## src/rtl/instr_mem_loader_if.sv

```systemverilog
// Word-stream input, byte-write output and status signals of instr_mem_loader.
// Optional INSTR_LOADER_CHECKSUM_EN adds the session checksum signal.
interface instr_mem_loader_if;
  localparam int unsigned WORD_W = 32;
  localparam int unsigned ADDR_W = 32;
  localparam int unsigned BYTE_W = 8;

  logic              start;
  logic              in_valid;
  logic [WORD_W-1:0] in_word;
  logic              in_last;
  logic              in_ready;
  logic              mem_we;
  logic [ADDR_W-1:0] mem_addr;
  logic [BYTE_W-1:0] mem_wdata;
  logic              busy;
  logic              done;
  logic              err;
`ifdef INSTR_LOADER_CHECKSUM_EN
  logic [WORD_W-1:0] checksum;

  modport master (
    output start, in_valid, in_word, in_last,
    input  in_ready, mem_we, mem_addr, mem_wdata, busy, done, err, checksum
  );
  modport slave (
    input  start, in_valid, in_word, in_last,
    output in_ready, mem_we, mem_addr, mem_wdata, busy, done, err, checksum
  );
`else
  modport master (
    output start, in_valid, in_word, in_last,
    input  in_ready, mem_we, mem_addr, mem_wdata, busy, done, err
  );
  modport slave (
    input  start, in_valid, in_word, in_last,
    output in_ready, mem_we, mem_addr, mem_wdata, busy, done, err
  );
`endif
endinterface

```

## src/rtl/instr_mem_loader.sv

```systemverilog
// Streams 32-bit instruction words into a byte-wide instruction memory, big-endian,
// one word per five cycles. Optional INSTR_LOADER_CHECKSUM_EN adds a session word sum.
module instr_mem_loader #(
  parameter int unsigned MEM_SIZE  = 1024,
  parameter logic [31:0] BASE_ADDR = 32'h0
) (
  input  logic               clk,
  input  logic               rst,
  instr_mem_loader_if.slave  bus
);

  localparam int unsigned WORD_W = 32;
  localparam int unsigned ADDR_W = 32;
  localparam int unsigned BYTE_W = 8;

  typedef enum logic [1:0] {
    S_IDLE  = 2'd0,
    S_LOAD  = 2'd1,
    S_WRITE = 2'd2,
    S_DONE  = 2'd3
  } state_e;

  state_e             state_q, state_d;
  logic [ADDR_W-1:0]  ptr_q, ptr_d;
  logic [WORD_W-1:0]  word_q, word_d;
  logic               last_q, last_d;
  logic [1:0]         k_q, k_d;
  logic               err_q, err_d;
  logic               in_ready_q, in_ready_d;
  logic               busy_q, busy_d;
  logic               done_q, done_d;
  logic               mem_we_q, mem_we_d;
  logic [ADDR_W-1:0]  mem_addr_q, mem_addr_d;
  logic [BYTE_W-1:0]  mem_wdata_q, mem_wdata_d;
  logic               overflow_c;
`ifdef INSTR_LOADER_CHECKSUM_EN
  logic [WORD_W-1:0]  checksum_q, checksum_d;
`endif

  // A word fits only if its last byte lands inside memory; 33 bits so ptr+3 cannot wrap.
  assign overflow_c = (33'({1'b0, ptr_q}) + 33'd3) >= 33'(MEM_SIZE);

  always_ff @(posedge clk or posedge rst) begin
    if (rst) begin
      state_q     <= S_IDLE;
      ptr_q       <= BASE_ADDR;
      word_q      <= '0;
      last_q      <= 1'b0;
      k_q         <= 2'd0;
      err_q       <= 1'b0;
      in_ready_q  <= 1'b0;
      busy_q      <= 1'b0;
      done_q      <= 1'b0;
      mem_we_q    <= 1'b0;
      mem_addr_q  <= '0;
      mem_wdata_q <= '0;
`ifdef INSTR_LOADER_CHECKSUM_EN
      checksum_q  <= '0;
`endif
    end else begin
      state_q     <= state_d;
      ptr_q       <= ptr_d;
      word_q      <= word_d;
      last_q      <= last_d;
      k_q         <= k_d;
      err_q       <= err_d;
      in_ready_q  <= in_ready_d;
      busy_q      <= busy_d;
      done_q      <= done_d;
      mem_we_q    <= mem_we_d;
      mem_addr_q  <= mem_addr_d;
      mem_wdata_q <= mem_wdata_d;
`ifdef INSTR_LOADER_CHECKSUM_EN
      checksum_q  <= checksum_d;
`endif
    end
  end

  // Session sequencing; outputs are decoded from the next state so they register cleanly.
  always_comb begin
    state_d     = state_q;
    ptr_d       = ptr_q;
    word_d      = word_q;
    last_d      = last_q;
    k_d         = k_q;
    err_d       = err_q;
    in_ready_d  = 1'b0;
    busy_d      = 1'b0;
    done_d      = 1'b0;
    mem_we_d    = 1'b0;
    mem_addr_d  = '0;
    mem_wdata_d = '0;
`ifdef INSTR_LOADER_CHECKSUM_EN
    checksum_d  = checksum_q;
`endif

    unique case (state_q)
      S_IDLE, S_DONE: begin
        if (bus.start) begin
          state_d = S_LOAD;
          ptr_d   = BASE_ADDR;
          err_d   = 1'b0;
`ifdef INSTR_LOADER_CHECKSUM_EN
          checksum_d = '0;
`endif
        end
      end
      S_LOAD: begin
        if (bus.in_valid) begin
          if (overflow_c) begin
            state_d = S_DONE;
            err_d   = 1'b1;
          end else begin
            state_d = S_WRITE;
            word_d  = bus.in_word;
            last_d  = bus.in_last;
            k_d     = 2'd0;
          end
        end
      end
      S_WRITE: begin
        k_d = k_q + 2'd1;
        if (k_q == 2'd3) begin
          ptr_d   = ptr_q + 32'd4;
          state_d = last_q ? S_DONE : S_LOAD;
`ifdef INSTR_LOADER_CHECKSUM_EN
          checksum_d = checksum_q + word_q;
`endif
        end
      end
      default: state_d = S_IDLE;
    endcase

    in_ready_d = (state_d == S_LOAD);
    busy_d     = (state_d == S_LOAD) || (state_d == S_WRITE);
    done_d     = (state_d == S_DONE);
    if (state_d == S_WRITE) begin
      mem_we_d    = 1'b1;
      mem_addr_d  = ptr_d + 32'(k_d);
      mem_wdata_d = 8'(word_d >> (5'd24 - {k_d, 3'b000}));
    end
  end

  assign bus.in_ready  = in_ready_q;
  assign bus.busy      = busy_q;
  assign bus.done      = done_q;
  assign bus.err       = err_q;
  assign bus.mem_we    = mem_we_q;
  assign bus.mem_addr  = mem_addr_q;
  assign bus.mem_wdata = mem_wdata_q;
`ifdef INSTR_LOADER_CHECKSUM_EN
  assign bus.checksum  = checksum_q;
`endif

endmodule

```

## src/flat_wrapper.sv

```systemverilog
// flat-port wrapper written by rule: the top's interface ports become plain ports
module instr_mem_loader_flat 
#(
  parameter int unsigned MEM_SIZE  = 1024,
  parameter logic [31:0] BASE_ADDR = 32'h0
)
  (clk, rst, bus_start, bus_in_valid, bus_in_word, bus_in_last, bus_in_ready, bus_mem_we, bus_mem_addr, bus_mem_wdata, bus_busy, bus_done, bus_err);
  instr_mem_loader_if bus_i ();
  input  logic clk;
  input  logic rst;
  input wire logic [$bits(bus_i.start)-1:0] bus_start;
  input wire logic [$bits(bus_i.in_valid)-1:0] bus_in_valid;
  input wire logic [$bits(bus_i.in_word)-1:0] bus_in_word;
  input wire logic [$bits(bus_i.in_last)-1:0] bus_in_last;
  output wire logic [$bits(bus_i.in_ready)-1:0] bus_in_ready;
  output wire logic [$bits(bus_i.mem_we)-1:0] bus_mem_we;
  output wire logic [$bits(bus_i.mem_addr)-1:0] bus_mem_addr;
  output wire logic [$bits(bus_i.mem_wdata)-1:0] bus_mem_wdata;
  output wire logic [$bits(bus_i.busy)-1:0] bus_busy;
  output wire logic [$bits(bus_i.done)-1:0] bus_done;
  output wire logic [$bits(bus_i.err)-1:0] bus_err;
  assign bus_i.start = bus_start;
  assign bus_i.in_valid = bus_in_valid;
  assign bus_i.in_word = bus_in_word;
  assign bus_i.in_last = bus_in_last;
  assign bus_in_ready = bus_i.in_ready;
  assign bus_mem_we = bus_i.mem_we;
  assign bus_mem_addr = bus_i.mem_addr;
  assign bus_mem_wdata = bus_i.mem_wdata;
  assign bus_busy = bus_i.busy;
  assign bus_done = bus_i.done;
  assign bus_err = bus_i.err;
  instr_mem_loader #(.MEM_SIZE(MEM_SIZE), .BASE_ADDR(BASE_ADDR)) u_core (.clk(clk), .rst(rst), .bus(bus_i));
endmodule
```

## config.mk

```make
export PLATFORM = sky130hd
export DESIGN_NAME = instr_mem_loader_flat
export DESIGN_NICKNAME = d
export VERILOG_FILES = /design/src/rtl/instr_mem_loader_if.sv /design/src/rtl/instr_mem_loader.sv /design/src/flat_wrapper.sv
export SDC_FILE = /design/constraint.sdc
export NUM_CORES = 1
export LEC_CHECK = 0
export ABC_CLOCK_PERIOD_IN_PS = 5800
export CAP_MARGIN = 20
export CORE_ASPECT_RATIO = 2
export CORE_UTILIZATION = 45
export CTS_CLUSTER_DIAMETER = 40
export DETAILED_ROUTE_END_ITERATION = 8
export DONT_BUFFER_PORTS = 1
export PLACE_DENSITY = 0.63
export SLEW_MARGIN = 20
export SYNTH_ARGS = -nofsm -noshare
export SYNTH_HDL_FRONTEND = slang
export SYNTH_SLANG_ARGS = --single-unit
```

## constraint.sdc

```tcl
create_clock -name clk -period 5.8 [get_ports clk]
set_input_delay 1.16 -clock clk [delete_from_list [all_inputs] [get_ports clk]]
set_output_delay 1.16 -clock clk [all_outputs]
set_load 0.02 [all_outputs]
```

==> results of run 1 <==
-- kinds of logic (layout without fill, tap and decap cells) --
family	after synthesis	count (layout)	synth area share (%)
mux	43	43	7.71
buf+inv	78	100	5.10
compound gates	143	143	15.9
simple gates	223	223	20.1
xor+xnor	24	24	3.36
fa+ha+maj	10	10	2.12
flops	114	114	45.6
-- power groups by stage --
stage | combinational, mW | clock (mW) | sequential [mW]
after floorplan | 0.601 | 0 | 1.06
after global placement | 0.778 | 0 | 1.08
after detailed placement | 0.803 | 0 | 1.09
after CTS | 0.807 | 1.15 | 1.08
after global routing | 0.879 | 1.18 | 1.09
final | 0.800 | 1.13 | 1.08
-- final cells by class --
type,count,area (um2)
Fill cell,1214,6360
Clock buffer,17,425
Multi-Input combinational cell,443,3080
Timing Repair Buffer,35,263
Tap cell,155,194
Sequential cell,114,2850
Inverter,34,130
Clock inverter,14,205
-- per-stage QoR --
stage,cell area [um2],power (mW),std cells,hold slack [ns],util (%)
4_1_cts,7150,3.03,812,0.493,52.9
6_report,7150,3.01,812,0.491,52.9
5_1_grt,7150,3.15,812,0.510,52.9
2_1_floorplan,6250,1.66,635,0.450,-
3_5_place_dp,6520,1.89,781,0.478,48.2
3_3_place_gp,6520,1.86,781,0.470,48.2
-- cells in the mapped netlist (4+ instances only) --
master      n
or4_1       6
xor2_1      6
o21ai_0    30
o31ai_1    12
a31oi_1    12
a211oi_1    5
mux2_2     28
ha_1        9
nand3_1    21
o221a_1     5
nor2_1     48
nor4_1     19
nor3_1     18
buf_2      12
o22ai_1     6
xnor2_1    18
nand2b_1    5
or2_2       6
and3_1      5
nor2b_1     4
and2_1      6
nand2_1    30
or3_1       8
a21boi_0    7
a21oi_1    20
inv_1      33
mux2_1      5
a221oi_1    4
dfrtp_1   114
mux2i_1     8
nand4_1    22
clkbuf_1   29
nor3b_1     4
o31a_1     12
-- registers in the layout, indices dropped and copies added, names as in the netlist --
signal and count:
u_core.bus.done 1, u_core.bus.in_ready 1, u_core.word_q 32, u_core.k_q 2
u_core.bus.busy 1, u_core.bus.mem_addr 32, u_core.bus.mem_we 1, u_core.bus.mem_wdata 8
u_core.last_q 1, u_core.bus.err 1, u_core.state_q 2, u_core.ptr_q 32
-- worst paths after layout --
kind	start	end	slack, ns
worst max-delay path	u_core.ptr_q[10]	u_core.bus.mem_addr[29]	0.36
worst min-delay path	u_core.word_q[31]	u_core.word_q[31]	0.49
worst max register to register	u_core.ptr_q[10]	u_core.bus.mem_addr[29]	0.36
worst min register to register	u_core.word_q[31]	u_core.word_q[31]	0.49
max in group asynchronous	rst	u_core.bus.mem_addr[31]	3.89
min in group asynchronous	rst	u_core.ptr_q[11]	0.77
-- per-layer routing --
layer	wire, um	track usage, %
met2	10800	52.9
met3	846	5.27
met1	6330	27.1
met5	0	0
met4	1040	17.7
==> flow_summary.toml, run 1 <==
[synthesis]
synth-edff-count = 0
synthesis.nets = 682
yosysTopAreaCell = "dfrtp_1"
synth.distinct_cells = 71
synthesis.area_mm2 = 0.00625
ys_warn_count = 0
netlist.area_leader.share_pct = 45.6
synth_area_leaders = "dfrtp_1, mux2_2, nor2_1"
synth_flop_cell = "dfrtp_1"
yosysSeqAreaShare_pct = 45.6
ys_seq_elements = 114
async_flop_share_pct = 100
syn_inst = 635
syn-mean-instance-area_um2 = 9.84

[die]
io_pins = 82
rows = 60
fp.dieW_um = 85.3
dieHeight_um = 169
design.die.area_mm2 = 0.0144
initial_core_util_pct = 46.3
core_mm2 = 0.0135

[routing]
num_vias = 5245
drt-initial-drc-count = 299
ant_nets = 0
first_pass_iters = 5
wirelength_um = 19000
drc = 0
avgViaCountPerCell = 6.46
wl_per_cell_um = 23.4

[final_layout]
drive_above_1_share_pct = 17.0
layout_common_cells = "dfrtp_1, nor2_1, buf_4, inv_1"
fin_nets = 692
antenna_cells = 0
synthToLayoutAreaGrowth_pct = 14.4
mostFrequentLayoutCell = "dfrtp_1"

[power]
clkPwrFrac_pct = 37.5
power_density_mw_per_mm2 = 421
power.internal_mw = 2.02
ir_drop_v = 0.000360
power.switching_mw = 0.990
sw_frac_of_total_pct = 32.9
seqPwrFrac_pct = 35.8
comb_power_share_pct = 26.6
cellLeakagePower_nw = 2.93

[min_path]
min_path_type = "reg2reg"
whs_path_depth = 1

[critical_path]
path_cells = "nand4_1 -> buf_4 -> or4_1 -> nor4b_2 -> o22ai_1 -> nor4_4 -> nand4_1 -> and2_1 -> ha_1 -> a21oi_1 -> a21oi_1 -> nand4_1 -> nor4_1 -> and3_1 -> nor4b_2 -> xnor2_1 -> nor2_1"
path_class = "reg2reg"
ff2ff_path_depth = 17
crit_slowest_cell = "or4_1"
critPathMaxStageDelay_ns = 0.63
setup.worst_path.end_class = "register"
worst-endpoint-required_ns = 6.10
arrival_ns = 5.74
critPathBufInv = 1
cp-start-kind = "register"
path_max_fanout = 11
path_depth = 17
path_common_cell = "nand4_1"
critical-path-top-delay-family = "simple AND/OR/NAND/NOR gates"

[timing]
slew_headroom_pct = 21.8
rsz0062_at_grt = "no"
min_period_ns = 5.44
tightest_slew_ns = 1.16
post-route-period-util_pct = 93.9
clock.fmax_ghz = 0.184
timing.final.ws_setup_ns = 0.356
fin_skew_ns = 0.00851
final.setup.tns_ns = 0
slew_viol_final = 0
setup_viol = 0
hold_viol_final = 0

[global_routing]
grt_pass1_vias = 5646
grt_overflow_total = 0
grt_max_degree = 70
grtUsageTotal_pct = 28.0
antenna_found_initial = 0
grt_pass1_wl_um = 30300

[clock_network]
clk_root_buffer_cell = "clkbuf_16"
postCtsSetupBuffers = 0
cts_sinks = 114
clkLatencyLatePin_ns = 0.41
htreeDepth = 4
cts_resized = 0
ctsHoldBuffers = 0
cts_tree = "built"
cts_buffers = 17
ctsLongestPathBuffers = 2
clkTransAtPathRegs_ns = 0.06

[flow_run]
maxCapViolCount = 0

[placed_design]
io_buffer_count = 0
gp_congestion = 1.02
hpwl_um = 13900
pre_cts_slack_ns = 0.465

[outcome]
status = "completed"
(Power assumes the default switching activity.)
==> inputs of run 2 (changes only) <==
--- a/config.mk
+++ b/config.mk
@@ -5,14 +5,12 @@
 export SDC_FILE = /design/constraint.sdc
 export NUM_CORES = 1
 export LEC_CHECK = 0
-export ABC_CLOCK_PERIOD_IN_PS = 5800
 export CAP_MARGIN = 20
 export CORE_ASPECT_RATIO = 2
-export CORE_UTILIZATION = 45
+export CORE_UTILIZATION = 50
 export CTS_CLUSTER_DIAMETER = 40
 export DETAILED_ROUTE_END_ITERATION = 8
-export DONT_BUFFER_PORTS = 1
-export PLACE_DENSITY = 0.63
+export PLACE_DENSITY = 0.77
 export SLEW_MARGIN = 20
 export SYNTH_ARGS = -nofsm -noshare
 export SYNTH_HDL_FRONTEND = slang
==> run 2 against run 1 <==
Net effect: combinational power is 18% higher; critical path depth is 1 higher; count of clock-buffer cells in the layout stayed put; clock power is 4% higher; cell count is 8.6% higher; maximum frequency hardly changed; critical path type unchanged.
==> flow_summary.toml, run 2 (synthesis results as in run 1) <==
[global_routing]
grt_overflow_total = 0
grt_max_degree = 67
grt_busiest_layer = "met2"
use_met2_pct = 58.7
antenna_found_initial = 1
grtUsageTotal_pct = 34.2
met3_usage_pct = 7.37
grt_pass1_wl_um = 32500
met1_usage_pct = 35.6
grt_pass1_vias = 5915

[timing]
rsz0062_at_grt = "no"
clock.fmax_ghz = 0.184
timing.final.ws_setup_ns = 0.358
min_period_ns = 5.44
slew_headroom_pct = 16.7
setup_viol = 0
tightest_slew_ns = 1.24
final.setup.tns_ns = 0
fin_skew_ns = 0.0118
slew_viol_final = 0
hold_viol_final = 0
post-route-period-util_pct = 93.8

[power]
ir_drop_v = 0.000288
sw_frac_of_total_pct = 32.2
cellLeakagePower_nw = 3.23
clkPwrFrac_pct = 37.3
power.switching_mw = 1.01
power.internal_mw = 2.13
comb_power_share_pct = 30.0
power_density_mw_per_mm2 = 396
seqPwrFrac_pct = 32.7

[final_layout]
drive_above_1_share_pct = 15.0
antenna_cells = 0
fillers = 945
layout_common_cells = "dfrtp_1, clkdlybuf4s50_1, nor2_1, inv_1, buf_4"
multiInputGateArea_mm2 = 0.00309
mostFrequentLayoutCell = "dfrtp_1"
synthToLayoutAreaGrowth_pct = 27.3
fin_nets = 770
final-seq-area_mm2 = 0.00285

[critical_path]
path_max_fanout = 9
path_cells = "nand4_1 -> or4_1 -> o21ai_1 -> buf_4 -> nand4_1 -> nor4_4 -> nand4_1 -> and2_1 -> ha_1 -> a21oi_1 -> a21oi_1 -> nand4_1 -> nor4_1 -> and3_1 -> buf_4 -> nand4_1 -> xor2_1 -> nor2_1"
path_common_cell = "nand4_1"
arrival_ns = 5.80
crit_slowest_cell = "or4_1"
critPathMaxStageDelay_ns = 0.65
worst-endpoint-required_ns = 6.15
cp-start-kind = "register"
path_class = "reg2reg"
rrSetupSlack_ns = 0.36
setup.worst_path.end_class = "register"

[routing]
wl_per_cell_um = 23.2
ant_nets = 0
drc = 0
wirelength_um = 20500
drt-initial-drc-count = 499
avgViaCountPerCell = 6.36
first_pass_iters = 5
num_vias = 5613

[die]
initial_core_util_pct = 51.3
rows = 57
io_pins = 82
core_mm2 = 0.0122
fp.dieW_um = 81.1
dieHeight_um = 160
design.die.area_mm2 = 0.0130

[placed_design]
pre_cts_slack_ns = 0.599
gp_congestion = 1.04
io_buffer_count = 81
hpwl_um = 14600

[clock_network]
cts_tree = "built"
htreeDepth = 4
clkLatencyLatePin_ns = 0.42
clk_root_buffer_cell = "clkbuf_16"
cts_sinks = 114
clkTransAtPathRegs_ns = 0.06
ctsLongestPathBuffers = 2
cts_buffers = 17

[flow_run]
maxCapViolCount = 0

[min_path]
min_path_type = "reg2reg"

[outcome]
status = "completed"
[run 2: changes by cell type in the layout (fill, tap and decap cells not counted), sizes merged]
| cell | before | now |
|---|---|---|
| inv | 36 | 37 |
| clkinv | 6 | 5 |
| buf | 35 | 32 |
| clkinvlp | 2 | 1 |
| clkdlybuf4s50 | 0 | 81 |
| bufinv | 4 | 5 |
[run 2: repair_timing]
action / 4_1_cts / 5_1_grt
endpoints found under the setup margin: 0 / 3
buffers inserted: 0 / 0
hold endpoints to repair: 0 / 0
resized for setup: 0 / 1
hold buffers: 0 / 0
[run 2: critical path, delay by kind of cell, from the launching register on]
family	cells	cell delay (ns)
flip-flops	1	0.49
buffers and inverters	2	0.37
AND/OR/NAND/NOR	11	3.16
adder cells (fa/ha/maj)	1	0.33
XOR/XNOR	1	0.23
AO/OA/AOI/OAI	3	0.78
[run 2: worst paths after layout]
path | startpoint | to | cells past startpoint
setup / recovery | u_core.ptr_q[18] | u_core.bus.mem_addr[31] | 18
hold / removal | u_core.word_q[1] | u_core.word_q[1] | 2
setup reg to reg | u_core.ptr_q[18] | u_core.bus.mem_addr[31] | 18
hold reg to reg | u_core.word_q[1] | u_core.word_q[1] | 2
max in group asynchronous | rst | u_core.word_q[18] | 3
min in group asynchronous | rst | u_core.bus.mem_addr[4] | 2
[run 2: cell type report]
type | count | share of cell area, %
Clock buffer | 17 | 5.35
Clock inverter | 14 | 2.86
Inverter | 34 | 1.64
Multi-Input combinational cell | 443 | 38.8
Sequential cell | 114 | 35.9
Tap cell | 147 | 2.31
Timing Repair Buffer | 113 | 13.2
[run 2: power groups by stage]
stage          Sequential (mW)  Combinational (mW)  Clock, mW
5_1_grt                   1.04                1.02       1.22
2_1_floorplan             1.06               0.601          0
6_report                  1.03               0.943       1.17
3_5_place_dp              1.04               0.940          0
4_1_cts                   1.03               0.944       1.19
3_3_place_gp              1.03               0.909          0
[run 2: per-layer routing]
metal	share of wire [%]	vias up
met2	54	246
met5	0.059	-
met3	5.2	82
met1	34	2763
li1	-	2520
met4	6.8	2
[run 2: stage by stage]
stage	cells	power (mW)	hold slack (ns)	area (um2)	util, %
floorplan	635	1.66	0.450	6250	-
global placement	851	1.94	0.465	7300	59.8
detailed placement	851	1.98	0.471	7300	59.8
CTS	882	3.16	0.484	7950	65.2
global route	882	3.28	0.500	7960	65.2
finish	882	3.15	0.492	7960	65.2
==> inputs of run 3 (changes only) <==
--- a/config.mk
+++ b/config.mk
@@ -5,7 +5,7 @@
 export SDC_FILE = /design/constraint.sdc
 export NUM_CORES = 1
 export LEC_CHECK = 0
-export CAP_MARGIN = 20
+export CAP_MARGIN = 0
 export CORE_ASPECT_RATIO = 2
 export CORE_UTILIZATION = 50
 export CTS_CLUSTER_DIAMETER = 40
==> results of run 3 <==
Final layout, timing and power as in run 2 (identical DEF).
